--- src/rtl/bus_pkg.sv ---
// Shared core data-bus definitions used by every memory-mapped slave.
package bus_pkg;

    // Transfer size encoding carried on the tsize lines (2'b11 is reserved).
    typedef enum logic [1:0] {
        TSIZE_BYTE = 2'b00,
        TSIZE_HALF = 2'b01,
        TSIZE_WORD = 2'b10
    } tsize_t;

    // Address nibble addr[31:28] that the top-level dbus mux routes to the UART.
    localparam logic [3:0] UART_BASE = 4'h1;

endpackage

--- src/rtl/uart_pkg.sv ---
// UART register map, status bit positions and serial state encodings.
package uart_pkg;

    // Register offsets within the UART window (addr[3:0]).
    localparam logic [3:0] REG_TXDATA  = 4'h0;
    localparam logic [3:0] REG_RXDATA  = 4'h4;
    localparam logic [3:0] REG_STATUS  = 4'h8;
    localparam logic [3:0] REG_DIVISOR = 4'hC;

    // Bit positions inside the STATUS word.
    localparam int STAT_TX_EMPTY   = 0;
    localparam int STAT_TX_FULL    = 1;
    localparam int STAT_TX_BUSY    = 2;
    localparam int STAT_RX_VALID   = 3;
    localparam int STAT_RX_OVERRUN = 4;

    // Transmit frame sequencer states.
    typedef enum logic [1:0] {
        TX_IDLE,
        TX_START,
        TX_DATA,
        TX_STOP
    } tx_state_t;

    // Receive frame sequencer states.
    typedef enum logic [1:0] {
        RX_IDLE,
        RX_START,
        RX_DATA,
        RX_STOP
    } rx_state_t;

endpackage

--- src/rtl/uart_tx_fifo.sv ---
// Byte-wide synchronous FIFO feeding the UART transmitter.
// Pointers carry one extra wrap bit so full and empty can be told apart
// without a separate occupancy counter. A push while full is accepted only
// when a pop frees a slot in the same cycle.
module uart_tx_fifo #(
    parameter int DEPTH = 8
) (
    input  logic       clk,
    input  logic       rst,
    input  logic       push,
    input  logic       pop,
    input  logic [7:0] din,
    output logic [7:0] dout,
    output logic       full,
    output logic       empty
);

    localparam int AW = $clog2(DEPTH);
    localparam logic [AW:0] PTR_ONE = (AW + 1)'(1);

    logic [7:0]  mem [DEPTH];
    logic [AW:0] wr_ptr;
    logic [AW:0] rd_ptr;
    logic        do_push;
    logic        do_pop;

    assign empty   = (wr_ptr == rd_ptr);
    assign full    = (wr_ptr[AW] != rd_ptr[AW]) && (wr_ptr[AW-1:0] == rd_ptr[AW-1:0]);
    assign do_pop  = pop && !empty;
    assign do_push = push && (!full || do_pop);
    assign dout    = mem[rd_ptr[AW-1:0]];

    // Advance the read/write pointers; reset flushes the queue.
    always_ff @(posedge clk) begin
        if (rst) begin
            wr_ptr <= '0;
            rd_ptr <= '0;
        end else begin
            if (do_push) wr_ptr <= wr_ptr + PTR_ONE;
            if (do_pop)  rd_ptr <= rd_ptr + PTR_ONE;
        end
    end

    // Storage array; contents need no reset because the pointers define validity.
    always_ff @(posedge clk) begin
        if (do_push) mem[wr_ptr[AW-1:0]] <= din;
    end

endmodule

--- src/rtl/uart_slave.sv ---
// Memory-mapped UART peripheral: bus register file, programmable baud
// divisor, TX frame sequencer fed by a small FIFO and an RX frame sequencer
// with a single holding register. Every bus transfer completes with a fixed
// one-cycle latency; erroneous transfers leave all state untouched.
module uart_slave
    import bus_pkg::*;
    import uart_pkg::*;
#(
    parameter int          TX_DEPTH  = 8,
    parameter int unsigned DIV_RESET = 868,
    parameter int          DIV_W     = 16
) (
    input  logic        clk,
    input  logic        rst,
    input  logic        ss,
    input  logic        bstart,
    input  logic        bwrite,
    input  logic [31:0] addr,
    input  logic [1:0]  tsize,
    input  logic [31:0] wdata,
    output logic [31:0] rdata,
    output logic        bdone,
    output logic        berror,
    output logic        uart_tx,
    input  logic        uart_rx
);

    localparam logic [DIV_W-1:0] DIV_ONE = DIV_W'(1);
    localparam logic [DIV_W-1:0] DIV_MIN = DIV_W'(2);

    // Bus decode results
    logic        xfer;
    logic        bus_err;
    logic [31:0] rd_val;
    logic        fifo_push;
    logic        rxdata_rd;
    logic        status_rd;
    logic        div_wr;
    logic [31:0] status_word;

    // Baud divisor
    logic [DIV_W-1:0] divisor;
    logic [DIV_W-1:0] div_m1;
    logic [DIV_W-1:0] half_m1;
    logic [DIV_W-1:0] div_new;

    // TX path
    tx_state_t        tx_state;
    logic [DIV_W-1:0] tx_cnt;
    logic [7:0]       tx_shift;
    logic [2:0]       tx_bit_idx;
    logic             tx_pop;
    logic             tx_busy;
    logic [7:0]       fifo_dout;
    logic             fifo_full;
    logic             fifo_empty;

    // RX path
    rx_state_t        rx_state;
    logic [DIV_W-1:0] rx_cnt;
    logic [7:0]       rx_shift;
    logic [2:0]       rx_bit_idx;
    logic             rx_s1;
    logic             rx_s2;
    logic             rx_s3;
    logic             rx_fall;
    logic             rx_frame_ok;
    logic [7:0]       rx_byte;
    logic             rx_valid;
    logic             rx_overrun;

    // Upper address bits are decoded by the dbus mux; wdata is only partly used.
    logic unused_bits;
    assign unused_bits = ^{addr[31:4], wdata};

    assign xfer    = ss && bstart;
    assign div_m1  = divisor - DIV_ONE;
    assign half_m1 = (divisor >> 1) - DIV_ONE;
    assign div_new = (wdata[DIV_W-1:0] < DIV_MIN) ? DIV_MIN : wdata[DIV_W-1:0];
    assign tx_busy = (tx_state != TX_IDLE);
    assign tx_pop  = !fifo_empty &&
                     ((tx_state == TX_IDLE) || ((tx_state == TX_STOP) && (tx_cnt == '0)));
    assign rx_fall = rx_s3 && !rx_s2;
    assign rx_frame_ok = (rx_state == RX_STOP) && (rx_cnt == '0) && rx_s2;

    // Assemble the STATUS word from the live flags.
    always_comb begin
        status_word                  = '0;
        status_word[STAT_TX_EMPTY]   = fifo_empty;
        status_word[STAT_TX_FULL]    = fifo_full;
        status_word[STAT_TX_BUSY]    = tx_busy;
        status_word[STAT_RX_VALID]   = rx_valid;
        status_word[STAT_RX_OVERRUN] = rx_overrun;
    end

    // Decode the current transfer into read data, an error flag and side-effect strobes.
    always_comb begin
        bus_err   = 1'b0;
        rd_val    = '0;
        fifo_push = 1'b0;
        rxdata_rd = 1'b0;
        status_rd = 1'b0;
        div_wr    = 1'b0;
        if (xfer) begin
            if (addr[1:0] != 2'b00) begin
                bus_err = 1'b1;
            end else begin
                case (addr[3:0])
                    REG_TXDATA: begin
                        if (!bwrite)                     bus_err   = 1'b1;
                        else if (fifo_full && !tx_pop)   bus_err   = 1'b1;
                        else                             fifo_push = 1'b1;
                    end
                    REG_RXDATA: begin
                        if (bwrite) begin
                            bus_err = 1'b1;
                        end else begin
                            rxdata_rd = 1'b1;
                            rd_val    = rx_valid ? {24'b0, rx_byte} : 32'b0;
                        end
                    end
                    REG_STATUS: begin
                        if (bwrite) begin
                            bus_err = 1'b1;
                        end else begin
                            status_rd = 1'b1;
                            rd_val    = status_word;
                        end
                    end
                    REG_DIVISOR: begin
                        if (tsize != TSIZE_WORD) bus_err = 1'b1;
                        else if (bwrite)         div_wr  = 1'b1;
                        else                     rd_val  = 32'(divisor);
                    end
                    default: bus_err = 1'b1;
                endcase
            end
        end
    end

    // Register the bus response so it appears exactly one cycle after acceptance.
    always_ff @(posedge clk) begin
        if (rst) begin
            bdone  <= 1'b0;
            berror <= 1'b0;
            rdata  <= '0;
        end else begin
            bdone  <= xfer;
            berror <= xfer && bus_err;
            rdata  <= rd_val;
        end
    end

    // Baud divisor register; values below 2 are clamped so half-bit timing stays valid.
    always_ff @(posedge clk) begin
        if (rst) begin
            divisor <= DIV_W'(DIV_RESET);
        end else if (div_wr) begin
            divisor <= div_new;
        end
    end

    uart_tx_fifo #(
        .DEPTH (TX_DEPTH)
    ) u_tx_fifo (
        .clk   (clk),
        .rst   (rst),
        .push  (fifo_push),
        .pop   (tx_pop),
        .din   (wdata[7:0]),
        .dout  (fifo_dout),
        .full  (fifo_full),
        .empty (fifo_empty)
    );

    // TX frame sequencer: start bit, eight data bits LSB first, stop bit, chaining frames without a gap.
    always_ff @(posedge clk) begin
        if (rst) begin
            tx_state   <= TX_IDLE;
            tx_cnt     <= '0;
            tx_shift   <= '0;
            tx_bit_idx <= '0;
            uart_tx    <= 1'b1;
        end else begin
            case (tx_state)
                TX_IDLE: begin
                    if (tx_pop) begin
                        tx_shift <= fifo_dout;
                        tx_cnt   <= div_m1;
                        tx_state <= TX_START;
                        uart_tx  <= 1'b0;
                    end
                end
                TX_START: begin
                    if (tx_cnt == '0) begin
                        tx_state   <= TX_DATA;
                        tx_cnt     <= div_m1;
                        tx_bit_idx <= '0;
                        uart_tx    <= tx_shift[0];
                        tx_shift   <= {1'b0, tx_shift[7:1]};
                    end else begin
                        tx_cnt <= tx_cnt - DIV_ONE;
                    end
                end
                TX_DATA: begin
                    if (tx_cnt == '0) begin
                        tx_cnt <= div_m1;
                        if (tx_bit_idx == 3'd7) begin
                            tx_state <= TX_STOP;
                            uart_tx  <= 1'b1;
                        end else begin
                            tx_bit_idx <= tx_bit_idx + 3'd1;
                            uart_tx    <= tx_shift[0];
                            tx_shift   <= {1'b0, tx_shift[7:1]};
                        end
                    end else begin
                        tx_cnt <= tx_cnt - DIV_ONE;
                    end
                end
                TX_STOP: begin
                    if (tx_cnt == '0) begin
                        if (tx_pop) begin
                            tx_shift <= fifo_dout;
                            tx_cnt   <= div_m1;
                            tx_state <= TX_START;
                            uart_tx  <= 1'b0;
                        end else begin
                            tx_state <= TX_IDLE;
                        end
                    end else begin
                        tx_cnt <= tx_cnt - DIV_ONE;
                    end
                end
                default: tx_state <= TX_IDLE;
            endcase
        end
    end

    // Two-flop synchronizer for the asynchronous RX line plus one history flop for edge detection.
    always_ff @(posedge clk) begin
        if (rst) begin
            rx_s1 <= 1'b1;
            rx_s2 <= 1'b1;
            rx_s3 <= 1'b1;
        end else begin
            rx_s1 <= uart_rx;
            rx_s2 <= rx_s1;
            rx_s3 <= rx_s2;
        end
    end

    // RX frame sequencer: mid-bit sampling, start-glitch rejection, stop-bit validation.
    always_ff @(posedge clk) begin
        if (rst) begin
            rx_state   <= RX_IDLE;
            rx_cnt     <= '0;
            rx_shift   <= '0;
            rx_bit_idx <= '0;
        end else begin
            case (rx_state)
                RX_IDLE: begin
                    if (rx_fall) begin
                        rx_state <= RX_START;
                        rx_cnt   <= half_m1;
                    end
                end
                RX_START: begin
                    if (rx_cnt == '0) begin
                        if (rx_s2) begin
                            rx_state <= RX_IDLE;
                        end else begin
                            rx_state   <= RX_DATA;
                            rx_cnt     <= div_m1;
                            rx_bit_idx <= '0;
                        end
                    end else begin
                        rx_cnt <= rx_cnt - DIV_ONE;
                    end
                end
                RX_DATA: begin
                    if (rx_cnt == '0) begin
                        rx_shift <= {rx_s2, rx_shift[7:1]};
                        rx_cnt   <= div_m1;
                        if (rx_bit_idx == 3'd7) rx_state   <= RX_STOP;
                        else                    rx_bit_idx <= rx_bit_idx + 3'd1;
                    end else begin
                        rx_cnt <= rx_cnt - DIV_ONE;
                    end
                end
                RX_STOP: begin
                    if (rx_cnt == '0) rx_state <= RX_IDLE;
                    else              rx_cnt   <= rx_cnt - DIV_ONE;
                end
                default: rx_state <= RX_IDLE;
            endcase
        end
    end

    // RX holding register and flags; a completing frame overrides a same-cycle RXDATA read.
    always_ff @(posedge clk) begin
        if (rst) begin
            rx_byte    <= '0;
            rx_valid   <= 1'b0;
            rx_overrun <= 1'b0;
        end else begin
            if (rxdata_rd) rx_valid   <= 1'b0;
            if (status_rd) rx_overrun <= 1'b0;
            if (rx_frame_ok) begin
                rx_byte  <= rx_shift;
                rx_valid <= 1'b1;
                if (rx_valid && !rxdata_rd) rx_overrun <= 1'b1;
            end
        end
    end

endmodule

--- config.mk ---
export PLATFORM = sky130hd
export DESIGN_NAME = uart_slave
export DESIGN_NICKNAME = d
export VERILOG_FILES = /design/src/rtl/bus_pkg.sv /design/src/rtl/uart_pkg.sv /design/src/rtl/uart_tx_fifo.sv /design/src/rtl/uart_slave.sv
export SDC_FILE = /design/constraint.sdc
export NUM_CORES = 1
export LEC_CHECK = 0
export BUFFER_PORTS_ARGS = -buffer_cell sky130_fd_sc_hd__buf_2
export CAP_MARGIN = 25
export CORE_UTILIZATION = 64
export DETAILED_ROUTE_END_ITERATION = 8
export PLACE_DENSITY = 0.86
export SLEW_MARGIN = 20
export SYNTH_ARGS = -nofsm -noshare
export SYNTH_HDL_FRONTEND = slang
export SYNTH_HIERARCHICAL = 1
export SYNTH_SLANG_ARGS = --single-unit
--- constraint.sdc ---
create_clock -name clk -period 5.4 [get_ports clk]
set_input_delay 0.27 -clock clk [delete_from_list [all_inputs] [get_ports clk]]
set_output_delay 0.27 -clock clk [all_outputs]
set_load 0.05 [all_outputs]
### After elaboration in Yosys (flattened, before gate mapping)

Memory sizes are Yosys's and may differ from the RTL's. A register that Yosys moved wholly into a read port is not among the register bits.
Index checks and enable logic that the tools add are counted.

| storage, ports and cells | value |
|---|---|
| register bits | 130 |
| RAM bits | 64 |
| bits of input ports | 72 |
| memories | 1 |

| operators by class | value |
|---|---|
| add/subtract/negate cells | 8 |
| order comparisons | 1 |
| equality and inequality tests | 30 |
| muxes and demuxes | 84 |
| bitwise logic cells | 1 |
| reductions and logical operators | 40 |

Memory list:

| memory | depth | bits a word | rd ports | clocked after memory_dff | wr ports | RTL line | text |
|---|---|---|---|---|---|---|---|
| u_tx_fifo.mem | 8 | 8 | 1 | 1 | 1 | uart_tx_fifo.sv:21 | `logic [7:0] mem [DEPTH];` |

Operator list:

| operator | count |
|---|---|
| $mux 16 | 11 |
| $pmux 16 s3 | 2 |
| $pmux 16 s4 | 1 |
| $mux 8 | 7 |
| $sub 16x1->16 const B | 3 |
| $mux 1 | 35 |
| $logic_not 16->1 | 2 |
| $pmux 8 s4 | 1 |
| $mux 3 | 9 |
| $ne 2x2->1 const B | 13 |
| $mux 2 | 11 |
| $lt 16x2->1 const B | 1 |
| $pmux 2 s4 | 2 |
| $sub 15x1->16 const B | 1 |
| $reduce_and 5->1 | 3 |
| $logic_and 1x1->1 | 12 |
| $pmux 3 s2 | 2 |
| $reduce_bool 2->1 | 5 |
| $add 4x1->4 const B | 2 |
| $eq 2x2->1 const B | 4 |
| $eq 4x4->1 const B | 2 |
| $reduce_and 4->1 | 2 |
| $add 3x1->3 const B | 2 |
| $eq 3x3->1 const B | 2 |
| other kinds (19) | 29 |

### Depth between registers and ports, before layout

| logic depth | value |
|---|---|
| depth after elaboration | 14 |
| gate-level depth with buffers | 11 |
| mapped depth without buffers | 10 |

### Cells and area by module

Netlist, hierarchy kept.

Modules (own cells, without submodules):

| module | times used | cells each | area an instance (µm²) | seq. area each (µm²) |
|---|---|---|---|---|
| uart_slave | 1 | 767 | 6421.2 | 2122.0 |
| uart_tx_fifo | 1 | 164 | 3016.6 | 2142.1 |

### Worst setup path before layout

Ideal clock, no wire load.

| timing | value |
|---|---|
| path kind | register to register |
| start | reg tx_cnt[0] |
| end | mem u_tx_fifo.mem[0][0] (enable) |
| library setup time | 0.395 ns |
| data arrival time | 2.788 ns |
| required time | 5.005 ns |
| slack | 2.217 ns |
| stages on the path, launching flop included | 10 |
| cell sequence | dfxtp_1 > inv_1 > ha_1 > nor3b_4 > nand4_2 > o22ai_4 > o21ai_1 > nor2_1 > o21ai_0 > nor4_1 |

| between the ends | value |
|---|---|
| cells in the longest elaborated chain, start to end | 14 |
| elaborated cells between the ends (all ways) | 16 |

Ends and longest elaborated chain:

| what | RTL line | text |
|---|---|---|
| start, declared | uart_slave.sv:49 | `logic [DIV_W-1:0] tx_cnt;` |
| start signal, assigned | uart_slave.sv:189 | `tx_cnt <= div_m1;` |
| start signal, assigned | uart_slave.sv:197 | `tx_cnt <= div_m1;` |
| start signal, assigned | uart_slave.sv:202 | `tx_cnt <= tx_cnt - DIV_ONE;` |
| $logic_not 16->1 | uart_slave.sv:82 | `((tx_state == TX_IDLE) \|\| ((tx_state == TX_STOP) && (tx_cnt == '0)));` |
| $logic_and 1x1->1 | uart_slave.sv:82 |  |
| $logic_or 1x1->1 | uart_slave.sv:82 |  |
| $logic_and 1x1->1 | uart_slave.sv:81 | `assign tx_pop = !fifo_empty &&` |
| $logic_not 1->1 | uart_slave.sv:111 | `else if (fifo_full && !tx_pop) bus_err = 1'b1;` |
| $logic_and 1x1->1 | uart_slave.sv:111 |  |
| $mux 1 | uart_slave.sv:111 |  |
| $mux 1 | uart_slave.sv:110 | `if (!bwrite) bus_err = 1'b1;` |
| $mux 1 | uart_slave.sv:108 | `case (addr[3:0])` |
| $mux 1 | uart_slave.sv:105 | `if (addr[1:0] != 2'b00) begin` |
| $mux 1 | uart_slave.sv:104 | `if (xfer) begin` |
| via fifo_push | uart_slave.sv:35 | `logic fifo_push;` |
| $logic_and 1x1->1 | uart_tx_fifo.sv:30 | `assign do_push = push && (!full \|\| do_pop);` |
| $mux 1 | uart_tx_fifo.sv:46 | `if (do_push) mem[wr_ptr[AW-1:0]] <= din;` |
| $mux 1 (not written as such) | uart_tx_fifo.sv:46 |  |
| end, declared | uart_tx_fifo.sv:21 |  |

The timed path passes the listed nets, and every way through them passes these cells.

### Final worst setup path

| timing | value |
|---|---|
| start | reg tx_state[1] |
| end | mem u_tx_fifo.mem[2][4] (enable) |

| between the ends | value |
|---|---|
| cells in the longest elaborated chain, start to end | 14 |
| elaborated cells between the ends (all ways) | 17 |

Ends and longest elaborated chain:

| what | RTL line | text |
|---|---|---|
| start, declared | uart_slave.sv:48 | `tx_state_t tx_state;` |
| start signal, assigned | uart_slave.sv:179 | `tx_state <= TX_IDLE;` |
| start signal, assigned | uart_slave.sv:190 | `tx_state <= TX_START;` |
| start signal, assigned | uart_slave.sv:196 | `tx_state <= TX_DATA;` |
| $eq 2x2->1 | uart_slave.sv:82 |  |
| $logic_and 1x1->1 | uart_slave.sv:82 |  |
| $logic_or 1x1->1 (*) | uart_slave.sv:82 |  |
| $logic_and 1x1->1 (*) | uart_slave.sv:81 |  |
| $logic_not 1->1 (*) | uart_slave.sv:111 |  |
| $logic_and 1x1->1 (*) | uart_slave.sv:111 |  |
| $mux 1 (*) | uart_slave.sv:111 |  |
| $mux 1 (*) | uart_slave.sv:110 |  |
| $mux 1 (*) | uart_slave.sv:108 |  |
| $mux 1 (*) | uart_slave.sv:105 |  |
| $mux 1 (*) | uart_slave.sv:104 |  |
| via fifo_push | uart_slave.sv:35 |  |
| $logic_and 1x1->1 (*) | uart_tx_fifo.sv:30 |  |
| $mux 1 (*) | uart_tx_fifo.sv:46 |  |
| $mux 1 (not written as such) (*) | uart_tx_fifo.sv:46 |  |

Mark *: on every way through the listed nets, which the timed path passes. The rest lies on a longest branch.

==> impl_metrics.py <==
metrics = {
    "cells_and_area": {
        "syn2layout_area_growth_pct": 8.25,
        "layout_commonest_cell": "dfxtp_1",
        "most-common-layout-cells": "117 x dfxtp_1, 96 x nor2_1, 80 x nand2_1",
        "antennaDiodeCount": 0,
        "final_core_util": 0.706,
        "final_cell_area_um2": 10200,
        "nNetsFinal": 1042,
        "drive_above_1_share": 0.173,
    },
    "timing": {
        "finalSetupTns_ns": 0,
        "fin_crit_ns": 3.80,
        "fmaxAchievable_ghz": 0.263,
        "worst_slew_pin_slew_ns": 1.01,
        "clock_skew_ns": 0.0106,
        "finalCritPeriodShare": 0.704,
        "rsz0062_at_grt": "false",
        "slew_headroom": 0.330,
        "setup_viol": 0,
        "report.final.slew_viol_count": 0,
        "hold_viol": 0,
    },
    "logic_synthesis": {
        "synth-compound-area-share": 0.156,
        "seq_area_frac_synth": 0.452,
        "synth_top_area_share": 0.248,
        "synth_top_family_by_area": "simple AND/OR/NAND/NOR gates",
        "synth_area_um2": 9440,
        "yosys-mux-area-fraction": 0.0713,
        "synth.area.top_cells": "dfxtp_1 25%, edfxtp_1 20%, mux4_2 3.8%, nor2_1 3.8%, nand2_1 3.2%",
        "yosys.area_share.simple": 0.187,
        "synth_area_per_cell_um2": 10.1,
        "yosys.area_share.adder": 0.0278,
        "synthXorXnorAreaFrac": 0.0501,
        "yosysWarnings": 6,
        "ys_types": 91,
        "synth_edf_count": 64,
        "async_flop_share": 0,
        "synth_ff_type": "dfxtp_1",
        "syn_inst": 931,
        "yosys.area.top_type": "dfxtp_1",
        "ys_seq_elements": 181,
    },
    "global_routing": {
        "grt.overflow.total": 0,
        "grt_max_degree": 60,
        "grt_pass1_wl_mm": 35.0,
        "antenna_found_initial": 0,
        "grt_usage": 0.304,
        "grt_pass1_vias": 6778,
    },
    "worst_setup_path": {
        "critPathLaunchType": "register",
        "timing.rr.end": "u_tx_fifo/mem[2][4]$_DFFE_PP_",
        "rr_worst_depth": 9,
        "crit_buf_inv": 2,
        "r2r_start": "tx_state[1]$_SDFFE_PP0P_",
        "worstSetupStartpoint": "tx_state[1]$_SDFFE_PP0P_",
        "crit_fanout": 12,
        "cp_cell_sequence": "ha_1 > inv_1 > or3_4 > o22ai_4 > o21ai_1 > nor2_1 > o21ai_0 > nor3_1 > buf_2",
        "reg2reg_setup_slack_ns": 1.60,
        "crit_required_ns": 5.54,
        "cpPeakStageDelay_ns": 0.61,
        "critical_path_class": "register to register",
        "critPathArrivalTime_ns": 3.94,
        "end_kind": "register",
        "crit_slowest_cell": "nor3_1",
        "cpLargestDelayFamily": "simple AND/OR/NAND/NOR gates",
        "cp.depth": 9,
        "crit_end": "u_tx_fifo/mem[2][4]$_DFFE_PP_",
    },
    "die": {
        "fp.dieH_um": 123,
        "start_util": 0.652,
        "die_area_um2": 15200,
        "io_pins": 107,
        "die_w_um": 123,
        "rows": 44,
        "coreArea_um2": 14500,
    },
    "place": {
        "dpl_cell_area_um2": 9620,
        "io_buffer_count": 46,
        "dp_hpwl_mm": 14.5,
        "place_congestion": 0.907,
    },
    "clock_tree": {
        "post_cts_resized": 0,
        "cts-root-buf": "clkbuf_16",
        "h-tree-depth": 4,
        "cts_tree": "done",
        "cts_made_buffers": 17,
        "path_clk_slew_ns": 0.07,
        "cts_hold_buf": 0,
        "cts_setup_buffers": 0,
        "cts_buffer_depth": 2,
        "clock-sinks": 181,
        "clk_latency_ns": 0.43,
    },
    "drt": {
        "drt_pass1_iterations": 9,
        "vias": 7356,
        "wl_mm": 21.7,
        "viasPerCell": 6.42,
        "drcViolationCount": 1,
        "antenna_left": 0,
        "drtIter0Drc": 972,
        "routedWlPerCell_um": 18.9,
    },
    "worst_hold_path": {
        "hold_path_class": "input port to register",
    },
    "status": {
        "violations": "design-rule violations",
        "outcome": "complete, but fails checks",
    },
    "power": {
        "p_leak_nw": 3.67,
        "power.density_nw_per_um2": 395,
        "irDropWorstVdd_uv": 304,
    },
    "flow_run": {
        "maxCapViolations": 0,
    },
}
==> registers in the layout (all words and copies together), names as in the netlist, 2 cells and up, named ones only <==
signal            count
tx_bit_idx            3
rx_byte               8
u_tx_fifo/wr_ptr      4
tx_state              2
divisor              16
rdata                16
u_tx_fifo/rd_ptr      4
rx_bit_idx            3
u_tx_fifo/mem        64
tx_shift              8
rx_cnt               16
tx_cnt               16
rx_shift              8
==> cells by family after synthesis <==
| logic type | Yosys count |
|---|---|
| adder cells (fa/ha/maj) | 21 |
| flip-flops | 181 |
| multiplexers | 46 |
| XOR/XNOR | 54 |
| AND/OR/NAND/NOR | 331 |
| other | 1 |
| AO/OA/AOI/OAI | 198 |
| buffers and inverters | 99 |
==> layer usage <==
layer | global-route usage | vias up | share of wire
li1 | - | 3400 | -
met1 | 0.408 | 3515 | 0.42
met2 | 0.480 | 375 | 0.47
met3 | 0.0655 | 66 | 0.083
met4 | 0.123 | 0 | 0.031
met5 | 0 | - | 0
==> power breakdown <==
part           switching (W)  internal (W)
Combinational       0.000786      0.000435
Clock               0.000581      0.000656
Sequential         0.0000880       0.00149
Total                0.00145       0.00258
==> cell usage after synthesis (5+ instances only) <==
library cell	count
a31oi_1	8
xor2_1	33
buf_6	8
o21ai_0	15
nand3_1	25
nor4_1	9
a21oi_1	54
nor2_1	96
nor2b_1	10
mux4_2	16
o221ai_1	11
ha_1	21
buf_2	16
and2_1	12
nand3b_1	9
clkbuf_1	27
nor3_1	21
mux2i_1	20
and3_1	5
xnor2_1	21
o32ai_2	5
o21ai_2	5
buf_4	19
dfxtp_1	117
o21ai_1	10
a22oi_1	15
o211ai_1	7
a211oi_1	13
nand2_1	80
nand4_1	6
nand2b_1	12
inv_1	26
mux2_2	10
a211o_1	8
or2_2	6
edfxtp_1	64
==> final cells by class <==
cell class,instances,area (µm²)
tap,184,230
inverter,27,101
fill,1014,4260
timing repair buffer,56,313
clock inverter,12,133
clock buffer,20,468
multi-input combinational,666,4710
sequential,181,4260
==> worst register-to-register path, delay by kind of cell (launching register included) <==
family          cells  cell delay, ns
compound gates      3            0.71
fa+ha+maj           1            0.48
buf+inv             2            0.56
flops               1            0.40
simple gates        3            1.35
==> through the flow <==
step	hold WS (ns)	worst slack [ns]	std cells	power, W
detailed placement	0.394	1.79	1114	0.00278
floorplan	0.369	2.22	946	0.00259
CTS	0.0128	1.68	1146	0.00401
global route	0.00419	1.30	1146	0.00422
global placement	0.393	1.68	1112	0.00275
finish	0.0162	1.60	1146	0.00403
==> worst min-delay path by stage <==
stage,start,to,depth (start not counted)
after floorplan,wdata[0],u_tx_fifo/mem[0][0]$_DFFE_PP_,0
after global placement,rx_s1$_SDFF_PP1_,rx_s2$_SDFF_PP1_,1
after detailed placement,rx_s1$_SDFF_PP1_,rx_s2$_SDFF_PP1_,1
after CTS,uart_rx,rx_s1$_SDFF_PP1_,2
after global routing,uart_rx,rx_s1$_SDFF_PP1_,2
final,uart_rx,rx_s1$_SDFF_PP1_,2
Note: power is estimated with default switching activity, not from simulation.
